==> src/rtl/aoc_pkg.sv <==
// aoc_pkg: ASCII byte codes, parser FSM encoding and step-count width shared
// by the puzzle-input parser and the dial solver.
`default_nettype none

package aoc_pkg;

    localparam int STEP_COUNT_W = 10;

    localparam logic [7:0] ASCII_L  = 8'h4C;
    localparam logic [7:0] ASCII_R  = 8'h52;
    localparam logic [7:0] ASCII_0  = 8'h30;
    localparam logic [7:0] ASCII_9  = 8'h39;
    localparam logic [7:0] ASCII_LF = 8'h0A;
    localparam logic [7:0] ASCII_CR = 8'h0D;

    typedef enum logic [1:0] {
        ST_IDLE   = 2'd0,
        ST_DIGITS = 2'd1,
        ST_SKIP   = 2'd2,
        ST_DONE   = 2'd3
    } state_t;

endpackage

`default_nettype wire

==> src/rtl/aoc_dec_accum.sv <==
// aoc_dec_accum: saturating decimal multiply-accumulate with digit counter.
// Overflow flag port exists only when AOC_PARSER_ERR_EN is defined.
`default_nettype none

module aoc_dec_accum
    import aoc_pkg::*;
#(
    parameter int COUNT_W    = STEP_COUNT_W,
    parameter int MAX_DIGITS = 4
) (
    input  logic               clk,
    input  logic               rst_n,
    input  logic               clear,
    input  logic               digit_en,
    input  logic [3:0]         digit,
    output logic [COUNT_W-1:0] acc_next,
    output logic               has_digit_next
`ifdef AOC_PARSER_ERR_EN
    ,
    output logic               overflow
`endif
);

    localparam int CNT_W = $clog2(MAX_DIGITS + 1);
    localparam logic [COUNT_W-1:0] SAT = '1;

    logic [COUNT_W-1:0] acc;
    logic [CNT_W-1:0]   cnt;
    logic [CNT_W-1:0]   cnt_next;
    logic [COUNT_W+3:0] wide;
    logic               cnt_full;
    logic               ovf;

    // acc*10 + d without a multiplier; 4 spare bits hold the worst case 10*SAT+9
    always_comb begin
        wide     = ({4'b0, acc} << 3) + ({4'b0, acc} << 1) + {{COUNT_W{1'b0}}, digit};
        cnt_full = (cnt == CNT_W'(MAX_DIGITS));
        ovf      = digit_en && (cnt_full || (wide > {4'b0, SAT}));
        acc_next = acc;
        cnt_next = cnt;
        if (clear) begin
            acc_next = '0;
            cnt_next = '0;
        end else if (digit_en) begin
            acc_next = ovf ? SAT : wide[COUNT_W-1:0];
            if (!cnt_full) begin
                cnt_next = cnt + CNT_W'(1);
            end
        end
        has_digit_next = (cnt_next != '0);
    end

`ifdef AOC_PARSER_ERR_EN
    assign overflow = ovf;
`endif

    always_ff @(posedge clk or negedge rst_n) begin
        if (!rst_n) begin
            acc <= '0;
            cnt <= '0;
        end else begin
            acc <= acc_next;
            cnt <= cnt_next;
        end
    end

endmodule

`default_nettype wire

==> src/rtl/aoc_line_parser.sv <==
// aoc_line_parser: decodes "L68\n"-style byte lines into one-cycle rotation strobes.
// Optional AOC_PARSER_ERR_EN adds the sticky parse_error port and the SKIP state.
`default_nettype none

module aoc_line_parser
    import aoc_pkg::*;
#(
    parameter int COUNT_W    = STEP_COUNT_W,
    parameter int MAX_DIGITS = 4
) (
    input  logic               clk,
    input  logic               rst_n,
    input  logic               in_valid,
    input  logic [7:0]         in_data,
    input  logic               in_last,
    output logic               valid,
    output logic               step_direction,
    output logic [COUNT_W-1:0] step_count,
    output logic               done
`ifdef AOC_PARSER_ERR_EN
    ,
    output logic               parse_error
`endif
);

    state_t             state;
    state_t             line_nxt;
    state_t             nxt_state;
    logic               dir_q;
    logic               emit;
    logic               is_dir;
    logic               is_nl;
    logic               is_cr;
    logic               is_digit;
    logic               clear;
    logic               digit_en;
    logic [COUNT_W-1:0] acc_next;
    logic               has_digit_next;
`ifdef AOC_PARSER_ERR_EN
    logic               overflow;
    logic               err_set;
`endif

    assign is_dir   = (in_data == ASCII_L) || (in_data == ASCII_R);
    assign is_nl    = (in_data == ASCII_LF);
    assign is_cr    = (in_data == ASCII_CR);
    assign is_digit = (in_data >= ASCII_0) && (in_data <= ASCII_9);
    assign clear    = in_valid && (state == ST_IDLE) && is_dir;
    assign digit_en = in_valid && (state == ST_DIGITS) && is_digit;

    aoc_dec_accum #(
        .COUNT_W    (COUNT_W),
        .MAX_DIGITS (MAX_DIGITS)
    ) u_accum (
        .clk            (clk),
        .rst_n          (rst_n),
        .clear          (clear),
        .digit_en       (digit_en),
        .digit          (in_data[3:0]),
        .acc_next       (acc_next),
        .has_digit_next (has_digit_next)
`ifdef AOC_PARSER_ERR_EN
        ,
        .overflow       (overflow)
`endif
    );

    always_ff @(posedge clk or negedge rst_n) begin
        if (!rst_n) begin
            state <= ST_IDLE;
        end else begin
            state <= nxt_state;
        end
    end

    // line_nxt is where the byte alone leads; in_last then overrides to DONE
    always_comb begin
        line_nxt = state;
`ifdef AOC_PARSER_ERR_EN
        err_set  = 1'b0;
`endif
        if (in_valid) begin
            case (state)
                ST_IDLE: begin
                    if (is_dir) begin
                        line_nxt = ST_DIGITS;
                    end else if (!is_nl && !is_cr) begin
`ifdef AOC_PARSER_ERR_EN
                        line_nxt = ST_SKIP;
                        err_set  = 1'b1;
`endif
                    end
                end
                ST_DIGITS: begin
                    if (is_digit) begin
`ifdef AOC_PARSER_ERR_EN
                        if (overflow) begin
                            line_nxt = ST_SKIP;
                            err_set  = 1'b1;
                        end
`endif
                    end else if (is_nl) begin
                        line_nxt = ST_IDLE;
`ifdef AOC_PARSER_ERR_EN
                        err_set  = !has_digit_next;
`endif
                    end else if (!is_cr) begin
`ifdef AOC_PARSER_ERR_EN
                        line_nxt = ST_SKIP;
                        err_set  = 1'b1;
`endif
                    end
                end
`ifdef AOC_PARSER_ERR_EN
                ST_SKIP: begin
                    if (is_nl) begin
                        line_nxt = ST_IDLE;
                    end
                end
`endif
                default: ;
            endcase
        end
        nxt_state = line_nxt;
        if (in_valid && in_last && (state != ST_DONE)) begin
            nxt_state = ST_DONE;
        end
    end

    always_comb begin
        emit = 1'b0;
        if (in_valid && (state == ST_DIGITS)) begin
            if (is_nl) begin
`ifdef AOC_PARSER_ERR_EN
                emit = has_digit_next;
`else
                emit = 1'b1;
`endif
            end else if (in_last && (line_nxt == ST_DIGITS) && has_digit_next) begin
                emit = 1'b1;
            end
        end
        done = (state == ST_DONE);
    end

    always_ff @(posedge clk or negedge rst_n) begin
        if (!rst_n) begin
            valid          <= 1'b0;
            step_direction <= 1'b0;
            step_count     <= '0;
            dir_q          <= 1'b0;
`ifdef AOC_PARSER_ERR_EN
            parse_error    <= 1'b0;
`endif
        end else begin
            valid <= emit;
            if (emit) begin
                step_count     <= acc_next;
                step_direction <= dir_q;
            end
            if (clear) begin
                dir_q <= (in_data == ASCII_R);
            end
`ifdef AOC_PARSER_ERR_EN
            if (err_set) begin
                parse_error <= 1'b1;
            end
`endif
        end
    end

endmodule

`default_nettype wire

==> config.mk <==
export PLATFORM = sky130hd
export DESIGN_NAME = aoc_line_parser
export DESIGN_NICKNAME = d
export VERILOG_FILES = /design/src/rtl/aoc_pkg.sv /design/src/rtl/aoc_dec_accum.sv /design/src/rtl/aoc_line_parser.sv
export SDC_FILE = /design/constraint.sdc
export NUM_CORES = 1
export LEC_CHECK = 0
export BUFFER_PORTS_ARGS = -buffer_cell sky130_fd_sc_hd__buf_2
export CORE_MARGIN = 1
export CORE_UTILIZATION = 35
export CTS_CLUSTER_DIAMETER = 150
export DETAILED_ROUTE_END_ITERATION = 12
export HOLD_SLACK_MARGIN = 0.1
export PLACE_DENSITY = 0.64
export REMOVE_ABC_BUFFERS = 1
export SLEW_MARGIN = 20
export SYNTH_ARGS = -nofsm -noshare
export SYNTH_HDL_FRONTEND = slang
export SYNTH_HIERARCHICAL = 1
export SYNTH_SLANG_ARGS = --single-unit
==> constraint.sdc <==
create_clock -name clk -period 3.8 [get_ports clk]
set_input_delay 0.38 -clock clk [delete_from_list [all_inputs] [get_ports clk]]
set_output_delay 0.38 -clock clk [all_outputs]
set_load 0.02 [all_outputs]
==> metrics.md <==
| Metric | Value |
|---|---|
| Status | `finished, final reports clean` |
| Placer Congestion | `0.754` |
| Worst flop-to-flop path endpoint | `step_count[5]` |
| CP Cell Sequence | `fa_1, fa_2, a21o_1, a221o_1, nand2b_1, o311a_1, a211oi_4, buf_6, a211oi_1, buf_4, and3_1, mux2i_1, nand3_1` |
| DRT Pass-1 Iters | `4` |
| GRT Util Overall | `0.165` |
| Slowest CP cell | `fa_1` |
| YS warnings | `6` |
| Max Cap Viol | `0` |
| Via/cell ratio | `5.71` |
| Post-synth top area share | `0.319` |
| Number of synthesized flops with an enable pin | `0` |
| Post-synth top cells | `dfrtp_1, ha_1, nor2_1` |
| GRT met1 Usage | `0.222` |
| FF-to-FF path depth | `13` |
| Hold Path Class | `in2async` |
| Static leakage | `1.14 nW` |
| Count leader, synth | `dfrtp_1` |
| Cell variety after synth | `47` |
| PwrDens | `223 nW/µm²` |
| WL/cell | `15.0 µm` |
| Max VDD drop | `0.179 mV` |
| Sequential-to-total area share from yosys stat | `0.319` |
| Vias in the first global route | `1842` |
| RSZ-0062 raised after global routing | `false` |
| FP Rows | `28` |
| Synth Register Bits | `28` |
| Main synth FF type | `dfrtp_1` |
| Htree depth | `1` |
| Fin. Hold Viols | `0` |
| Startpoint types | `register` |
| Post-layout utilization of the core | `0.426` |
| Bufs on Longest Clock Path | `2` |
| M2 GR Usage | `0.279` |
| Layout cells sized above 1 | `0.224` |
| Cell taking the most area after synthesis | `dfrtp_1` |
| Met3 usage | `0.0292` |
| Hold_buf cts | `0` |
| Area post-placement | `2450 µm²` |
| Slew margin rel. | `0.578` |
| Peak per-stage delay on the critical path | `520 ps` |
| CP endpoint | `step_count[5]` |
| Residual DRC | `0` |
| Critical path peak fanout | `10` |
| Final setup fails | `0` |
| Number of cells after detailed placement | `325` |
| Core Region | `5990 µm²` |
| Vias | `1883` |
| Flop2flop setup slack | `170 ps` |
| Detailed Route Iter0 Violations | `85` |
| Critical Path AT | `3780 ps` |
| Crit path capture type | `register` |
| Mapped cell area | `2200 µm²` |
| Crit. Startpoint | `u_accum/acc[2]` |
| Top Ports | `25` |
| First-pass GRT wire length | `8.52 mm` |
| Grt total ovfl | `0` |
| DPL Wire Length | `3.70 mm` |
| WL final | `4.96 mm` |
| CTS sink count | `28` |
| IO buf count | `24` |
| FF-to-FF Start | `u_accum/acc[2]` |
| Largest net degree at the start of global routing | `29` |
| Antenna violations before repair | `0` |
| Final period utilization | `0.955` |
| Largest cells by area after synthesis | `dfrtp_1, ha_1, mux2i_1, o211ai_1, and3_1` |
| Layout net count | `291` |
| Final Cell Area | `2550 µm²` |
| GRT busiest layer | `met2` |
| Fin crit period | `3630 ps` |
| Async S/R FF share, synth | `1.00` |
| Diode count | `0` |
| Final Non-Filler Cells | `330` |
| Die Ht | `81.2 µm` |
| Die W | `81.2 µm` |
| Root buffer cell | `clkbuf_8` |
| Slew Limit Fails | `0` |
| Critical Path RT | `3950 ps` |
| Synthesized area per cell | `9.67 µm²` |
| Worst-margin pin slew | `629 ps` |
| CP Class | `reg2reg` |
| Setup Skew | `2.55 ps` |
| Initial core utilization | `0.367` |
| Detail Route Antenna Nets | `0` |
| CTS Buf Count | `3` |
| Area Overhead vs Synth | `16.3%` |
| Clk_lat worst skew | `270 ps` |
| Mapped Cells | `227` |
| Overall power | `0.569 mW` |
| Die area | `6590 µm²` |
| Fmax | `0.276 GHz` |
| CTS tree | `yes` |
| Final hold slack | `110 ps` |
| Clk slew on worst S/H paths | `90 ps` |
-- repair_timing --
action / 4_1_cts / 5_1_grt
gates resized for setup: 1 / 8
setup buffers: 0 / 1
pin swaps: 0 / 2
endpoints found under the setup margin: 1 / 10
-- worst max-delay path, delay by kind of cell (launching register included) --
kind	cells	cell delay (ps)
compound gates	5	1230
flops	1	420
buf+inv	2	320
fa+ha+maj	2	940
mux	1	140
simple gates	3	460
-- final cells by class --
type / instances / area, µm²
Fill cell: 595 / 3440
Sequential cell: 28 / 701
Timing Repair Buffer: 37 / 221
Inverter: 9 / 33.8
Tap cell: 75 / 93.8
Clock buffer: 4 / 55.1
Multi-Input combinational cell: 177 / 1450
-- cells in the final DEF, fill, tap and decap left out, drive strengths merged, types with 2 or more instances in the layout --
cell / n
nor3: 2
dfrtp: 28
xor2: 3
a31oi: 2
fa: 2
and3: 14
nand2: 6
a21oi: 7
nand2b: 2
nand4bb: 3
ha: 21
a211oi: 12
xnor2: 4
and2: 2
inv: 9
nand4: 11
a221o: 2
nand3: 12
o21ai: 3
buf: 37
mux2: 2
or3: 2
nor2: 17
a21o: 4
mux2i: 14
o211ai: 13
clkbuf: 4
a311oi: 2
-- power breakdown --
group | internal, mW | switching (mW)
registers | 0.302 | 0.00449
clock network | 0.0928 | 0.0914
logic | 0.0312 | 0.0475
-- metal layers --
metal  up-vias  share of wire
met2        43           0.46
met1       906           0.49
met5         -              0
met4         0         0.0077
li1        928              -
met3         6          0.037
-- kinds of logic after synthesis --
logic type | Yosys count | share of synthesized area
simple gates | 79 | 0.211
compound gates | 52 | 0.190
flops | 28 | 0.319
fa+ha+maj | 23 | 0.138
buf+inv | 22 | 0.0382
mux | 16 | 0.0758
xor+xnor | 7 | 0.0279
-- worst min path at each step --
stage                     to  cells past startpoint   from  slack (ps)
4_1_cts        step_count[7]                      1  rst_n         140
6_report               dir_q                      1  rst_n         110
5_1_grt             state[1]                      1  rst_n         150
2_1_floorplan          dir_q                      0  rst_n          80
3_3_place_gp           dir_q                      1  rst_n         440
3_5_place_dp           dir_q                      1  rst_n         440
-- metrics by stage --
step,setup TNS [ps],setup WS (ps)
CTS,0,18.4
global route,0,3.89
global placement,-88.2,-58.7
detailed placement,-333,-109
floorplan,0,345
finish,0,171
-- sequential cells by signal, summed over array words and instances, names as in the netlist --
signal	count
state	2
step_count	10
u_accum/cnt	3
step_direction	1
valid	1
u_accum/acc	10
dir_q	1
(Power assumes the default switching activity.)
